===== src/rtl/tetris_pixel_render.sv =====
`default_nettype none
// ============================================================================
//  Module   : tetris_pixel_render
//  Function : Two-stage pixel colour pipeline for a 10x20 Tetris playfield.
//             Draws cell store contents, a 4 px border, an optional grid
//             and a frame-synchronously latched falling piece.
//  Options  : define GRID_EN to draw 1 px grid lines on empty cells.
//  Revision : 1.0  initial release
// ============================================================================
module tetris_pixel_render #(
  parameter int X_ORG = 240,
  parameter int Y_ORG = 80
) (
  input  logic        CLK_25M,
  input  logic        RST_N,
  input  logic [9:0]  X,
  input  logic [9:0]  Y,
  input  logic        VGA_VS,
  input  logic        wr_en,
  input  logic [3:0]  wr_col,
  input  logic [4:0]  wr_row,
  input  logic [2:0]  wr_data,
  input  logic        piece_req,
  input  logic [15:0] piece_mask,
  input  logic [4:0]  piece_col,
  input  logic [5:0]  piece_row,
  input  logic [2:0]  piece_color,
  output logic        piece_ack,
  output logic [23:0] color_RGB
);

  localparam logic signed [11:0] c_X_ORG  = 12'(X_ORG);
  localparam logic signed [11:0] c_Y_ORG  = 12'(Y_ORG);
  localparam logic [23:0]        c_BORDER = 24'hFFFFFF;
`ifdef GRID_EN
  localparam logic [23:0]        c_GRID   = 24'h404040;
`endif

  // Colour index to RGB lookup
  function automatic logic [23:0] palette(input logic [2:0] idx);
    case (idx)
      3'd1:    palette = 24'h00FFFF;
      3'd2:    palette = 24'hFFFF00;
      3'd3:    palette = 24'h800080;
      3'd4:    palette = 24'h00FF00;
      3'd5:    palette = 24'hFF0000;
      3'd6:    palette = 24'h0000FF;
      3'd7:    palette = 24'hFF8000;
      default: palette = 24'h000000;
    endcase
  endfunction

  // ---------------- stage 1 geometry (combinational) ----------------
  logic signed [11:0] w_dx, w_dy;
  logic               w_in_field, w_in_ring;

  assign w_dx = $signed({2'b00, X}) - c_X_ORG;
  assign w_dy = $signed({2'b00, Y}) - c_Y_ORG;

  assign w_in_field = (w_dx >= 12'sd0) && (w_dx < 12'sd160) &&
                      (w_dy >= 12'sd0) && (w_dy < 12'sd320);
  assign w_in_ring  = (w_dx >= -12'sd4) && (w_dx < 12'sd164) &&
                      (w_dy >= -12'sd4) && (w_dy < 12'sd324) && !w_in_field;

  logic       r_in_field, r_in_ring;
  logic [3:0] r_col;
  logic [4:0] r_row;
`ifdef GRID_EN
  logic [3:0] r_offx, r_offy;
`endif

  // Stage 1 register: flags plus cell coordinates (zeroed outside the field
  // so the stage 2 cell index always stays within the store)
  always_ff @(posedge CLK_25M) begin
    if (!RST_N) begin
      r_in_field <= 1'b0;
      r_in_ring  <= 1'b0;
      r_col      <= '0;
      r_row      <= '0;
`ifdef GRID_EN
      r_offx     <= '0;
      r_offy     <= '0;
`endif
    end else begin
      r_in_field <= w_in_field;
      r_in_ring  <= w_in_ring;
      r_col      <= w_in_field ? w_dx[7:4] : 4'd0;
      r_row      <= w_in_field ? w_dy[8:4] : 5'd0;
`ifdef GRID_EN
      r_offx     <= w_dx[3:0];
      r_offy     <= w_dy[3:0];
`endif
    end
  end

  // ---------------- cell store ----------------
  logic [2:0] r_cells [0:199];
  logic       w_wr_ok;
  logic [7:0] w_wr_idx;

  assign w_wr_ok  = wr_en && (wr_col <= 4'd9) && (wr_row <= 5'd19);
  assign w_wr_idx = ({3'b000, wr_row} * 8'd10) + {4'b0000, wr_col};

  // Cell store write port; reset clears the whole board
  always_ff @(posedge CLK_25M) begin
    if (!RST_N) begin
      for (int i = 0; i < 200; i++) r_cells[i] <= 3'd0;
    end else if (w_wr_ok) begin
      r_cells[w_wr_idx] <= wr_data;
    end
  end

  // ---------------- piece shadow registers ----------------
  logic        r_vs_d, r_ack;
  logic [15:0] r_pmask;
  logic [4:0]  r_pcol;
  logic [5:0]  r_prow;
  logic [2:0]  r_pcolor;
  logic        w_frame_start;

  assign w_frame_start = r_vs_d && !VGA_VS;

  // Latch the piece at the VS falling edge when a request is pending
  always_ff @(posedge CLK_25M) begin
    if (!RST_N) begin
      r_vs_d   <= 1'b1;
      r_ack    <= 1'b0;
      r_pmask  <= '0;
      r_pcol   <= '0;
      r_prow   <= '0;
      r_pcolor <= '0;
    end else begin
      r_vs_d <= VGA_VS;
      r_ack  <= w_frame_start && piece_req;
      if (w_frame_start && piece_req) begin
        r_pmask  <= piece_mask;
        r_pcol   <= piece_col;
        r_prow   <= piece_row;
        r_pcolor <= piece_color;
      end
    end
  end

  assign piece_ack = r_ack;

  // ---------------- stage 2: lookup, hit test, priority ----------------
  logic [7:0]        w_idx;
  logic [2:0]        w_cell;
  logic signed [6:0] w_dc, w_dr;
  logic              w_hit;
  logic [23:0]       w_rgb;

  assign w_idx  = ({3'b000, r_row} * 8'd10) + {4'b0000, r_col};
  assign w_cell = r_cells[w_idx];
  assign w_dc   = $signed({3'b000, r_col}) - $signed({{2{r_pcol[4]}}, r_pcol});
  assign w_dr   = $signed({2'b00, r_row})  - $signed({r_prow[5], r_prow});
  assign w_hit  = (w_dc[6:2] == 5'd0) && (w_dr[6:2] == 5'd0) &&
                  r_pmask[{w_dr[1:0], w_dc[1:0]}];

  // Colour priority: piece, stored cell, grid, black; border outside field
  always_comb begin
    w_rgb = 24'h000000;
    if (r_in_field) begin
      if (w_hit && (r_pcolor != 3'd0)) begin
        w_rgb = palette(r_pcolor);
      end else if (w_cell != 3'd0) begin
        w_rgb = palette(w_cell);
      end
`ifdef GRID_EN
      else if ((r_offx == 4'd0) || (r_offy == 4'd0)) begin
        w_rgb = c_GRID;
      end
`endif
    end else if (r_in_ring) begin
      w_rgb = c_BORDER;
    end
  end

  logic [23:0] r_rgb;

  // Output colour register
  always_ff @(posedge CLK_25M) begin
    if (!RST_N) r_rgb <= '0;
    else        r_rgb <= w_rgb;
  end

  assign color_RGB = r_rgb;

endmodule
`default_nettype wire


===== config.mk =====
export PLATFORM = sky130hd
export DESIGN_NAME = tetris_pixel_render
export DESIGN_NICKNAME = d
export VERILOG_FILES = /design/src/rtl/tetris_pixel_render.sv
export SDC_FILE = /design/constraint.sdc
export NUM_CORES = 1
export LEC_CHECK = 0
export CORE_ASPECT_RATIO = 1.25
export CORE_MARGIN = 2
export CORE_UTILIZATION = 28
export DETAILED_ROUTE_END_ITERATION = 8
export GPL_ROUTABILITY_DRIVEN = 0
export GPL_TIMING_DRIVEN = 1
export PLACE_DENSITY_LB_ADDON = 0.2
export SYNTH_ARGS = -nofsm -noshare
export SYNTH_HDL_FRONTEND = slang
export SYNTH_SLANG_ARGS = --single-unit
export TNS_END_PERCENT = 5

===== constraint.sdc =====
create_clock -name CLK_25M -period 3.88 [get_ports CLK_25M]
set_clock_uncertainty 0.1 [all_clocks]
set_input_delay 0.582 -clock CLK_25M [delete_from_list [all_inputs] [get_ports CLK_25M]]
set_output_delay 0.582 -clock CLK_25M [all_outputs]
set_load 0.005 [all_outputs]

==> summary.txt <==
Placed design
  – DP HPWL: 98700 µm
  – Number of cells after detailed placement: 4991
  – PortBufs: 91

Layout
  – Nets@finish: 3459
  – Final Instance Count excl. Fillers: ~5200
  – Diode count: 0
  – Most common cell after layout, fill and taps aside: edfxtp_1
  – Share of layout cells above drive strength 1: 29.2%
  – Area Growth Syn to Fin: 28.2%
  – Commonest non-fill, non-tap cells in the layout: 768 x edfxtp_1, 716 x nor2_1, 495 x buf_4

Logic synthesis
  – Post-Synth Simple-Gate Area: 10.9%
  – Synth Area in XOR/XNOR: 0.646%
  – Largest family of logic cells by synthesized area: multiplexers
  – Post-Syn Nets: between 2000 and 3000
  – Async S/R FF share, synth: 0%
  – YS warnings: 0
  – Most used DFF post-synth: edfxtp_1
  – Cell area after synthesis: 37700 µm²
  – Mux share of post-synthesis cell area: 13.3%
  – Post-synthesis compound-gate area fraction: around 6.5%
  – Number of synthesized flops with an enable pin: 768
  – Yosys reg bits: 817
  – Yosys cell types: 78
  – Sequential area share after synthesis: 63.7%
  – Synth Area in Adders: 1.41%
  – Cells after synthesis: between 2000 and 3000
  – Mean post-synth cell area: 13.2 µm²

Worst setup path
  – Most frequent CP cell: buf_12
  – Worst-path cell chain: ha_4, inv_2, fa_4, buf_12, buf_16, buf_12, buf_12, mux4_2, mux2i_1, buf_4, mux4_2, nand3_2, o211ai_1, buf_4, or3_4, and2_4, a211o_1
  – Kind of critical path: flop to flop
  – Crit path max-delay family: buffers and inverters
  – WP data arrival: 4530 ps
  – Max FO, Critical Path: 7
  – CP Capture Type: flop
  – WP data required: 4350 ps
  – R2r setup slk: -180 ps
  – CP startpoint kind: flop
  – Slowest stage cell, crit path: fa_4
  – Worst path bufs/invs: 7
  – Max incr delay on CP: ~660 ps

Die
  – Initial Util: 28.2%
  – Die X: around 330 µm
  – Num rows: 150
  – Core Area: around 130000 µm²
  – Die area: 138000 µm²
  – Die H: roughly 410 µm
  – # IOs: 92

Power
  – Internal Pwr Total: around 16000 µW
  – Pwr dens: roughly 430 nW/µm²
  – Max VDD drop: 0.000307 V
  – Combinational group share of total power: 11.2%
  – Sequential share of power: 48.5%
  – Net load switching power: 5090 µW
  – Clock share of power: 40.3%
  – P_leak: 0.0160 µW
  – Sw Ratio: 24.5%

Global route
  – Largest net degree at the start of global routing: about 150
  – Vias in the first global route: 26300
  – GRT Residual Overflow: 0
  – First-pass GRT wire length: 195000 µm
  – Total GRT Usage: between 10% and 20%
  – Initial antenna violation count: 2

Detailed routing
  – Routed vias: between 20000 and 30000
  – DRT Wirelength: approximately 140000 µm
  – Final ANT Viol Nets: 0
  – Drt drc: 0
  – TritonRoute pass-1 iters: 5
  – Via density: 5.04
  – Number of DRC markers in iteration 0: 2510
  – WL/cell: about 27 µm

Clock tree
  – CTS tree: built
  – Cts bufs inserted: 86
  – CTS Buffer Depth: 3
  – CTS Root Cell: clkbuf_16
  – Reg clk slew, reported paths: about 60 ps
  – Worst-skew pair later-pin latency: about 700 ps
  – Clock sink count: 817
  – H-tree level count: 3

STA
  – Fmax: 246 MHz
  – Pins Over Slew Limit: 0
  – Final hold vios: 0
  – Tightest Pin Transition: 928 ps
  – RSZ-0062 raised after global routing: true
  – Final hold slack: 321 ps
  – Fin crit share: 105%
  – Max-Slew Margin vs Limit: 38.1%
  – Final worst slack: -179 ps
  – Setup violation total in the final timing report: 6
  – Min cycle time layout: 4060 ps

Job
  – MaxCap Viol Count: 0

Min path
  – Worst Hold Class: input port to flop

Run status
  – Failing checks: negative setup slack
  – Status: complete, but fails checks
-- Yosys cell counts, drive strengths merged, types with 5 or more instances --
cell | n | area share, %
edfxtp | 768 | 61
nor2 | 719 | 7.2
o21ai | 233 | 3.1
clkbuf | 207 | 2.1
nand2 | 203 | 2.0
mux4 | 198 | 12
buf | 69 | 1.3
mux2i | 53 | 1.4
dfxtp | 49 | 2.6
a21boi | 33 | 0.66
ha | 32 | 1.1
inv | 25 | 0.25
nand3 | 24 | 0.32
a21oi | 20 | 0.27
a221oi | 19 | 0.44
a22oi | 14 | 0.28
nor3 | 14 | 0.20
xnor2 | 14 | 0.32
o211ai | 13 | 0.26
xor2 | 13 | 0.32
and2 | 12 | 0.20
a31oi | 10 | 0.17
nand4 | 10 | 0.17
nor2b | 9 | 0.15
a211oi | 7 | 0.14
a21o | 7 | 0.14
fa | 6 | 0.32
nand2b | 6 | 0.099
and3 | 5 | 0.083
o2111ai | 5 | 0.12
o21a | 5 | 0.099
-- routing by layer --
layer  share of wire [%]  global-route usage [%]  vias to the layer above
li1                    -                       -                    11500
met3                 6.1                    2.81                      193
met5                   0                       0                        -
met4                 3.8                    7.20                        0
met1                  40                    24.6                    13300
met2                  51                    34.9                     1035
-- metrics by stage --
step	setup TNS, ps	util, %	worst slack (ps)	instance area, µm²	power (µW)
2_1_floorplan	0	-	5.98	37800	11200
3_3_place_gp	-251550	33.5	-493	44900	12500
3_5_place_dp	-235080	33.5	-468	44900	12500
4_1_cts	-993	35.9	-211	48100	20900
5_1_grt	-1520	36.2	-275	48400	21400
6_report	-841	36.2	-179	48400	20800
-- worst paths after layout --
kind / depth (start not counted) / start / end
worst min register to register: 2 / r_pmask[5]$_SDFFE_PN0P_ / r_pmask[5]$_SDFFE_PN0P_
worst min-delay path: 3 / RST_N / r_vs_d$_SDFF_PN1_
worst max-delay path: 17 / r_row[0]$_SDFF_PN0_ / color_RGB[15]$_SDFF_PN0_
worst max register to register: 17 / r_row[0]$_SDFF_PN0_ / color_RGB[15]$_SDFF_PN0_
-- power groups by stage --
stage	Sequential (µW)	Clock (µW)	Combinational, µW
finish	10100	8380	2320
global route	10100	8830	2460
CTS	10100	8540	2290
detailed placement	10300	0	2250
global placement	10300	0	2240
floorplan	10200	0	1010
-- registers in the layout, summed over array words and instances, names as in the netlist --
| signal | count |
|---|---|
| color_RGB | 6 |
| piece_ack | 1 |
| r_cells | 768 |
| r_col | 4 |
| r_in_field | 1 |
| r_in_ring | 1 |
| r_pcol | 5 |
| r_pcolor | 3 |
| r_pmask | 16 |
| r_prow | 6 |
| r_row | 5 |
| r_vs_d | 1 |
-- worst reg2reg max path, delay by kind of cell (launching register included) --
family	cells	cell delay (ps)
AOI/OAI and AO/OA	2	320
adders and majority gates	2	820
buffers and inverters	7	990
DFF	1	360
muxes	3	760
and+or+nand+nor	3	600
-- repair_timing --
item                                    in CTS  in global routing
hold buffers                                 0                  0
setup buffers                               15                  6
endpoints found under the setup margin       6                  6
resized for setup                           45                 37
pin swaps                                   18                 17
gates cloned                                 2                  1
-- area by class of cell --
type | count | area [µm²]
multi-input combinational | 1743 | 12800
tap | 1748 | 2190
sequential | 817 | 24100
fill | 12900 | 85400
inverter | 25 | 93.8
clock inverter | 43 | 388
clock buffer | 112 | 2410
timing repair buffer | 681 | 6470
-- logic make-up (layout without fill, tap and decap cells) --
group / Yosys count / count (layout)
AO/OA/AOI/OAI: 396 / 396
XOR/XNOR: 27 / 27
adder cells (fa/ha/maj): 39 / 39
buffers and inverters: 301 / 861
flip-flops: 817 / 817
multiplexers: 253 / 253
AND/OR/NAND/NOR: 1028 / 1028
(Power assumes the default switching activity.)
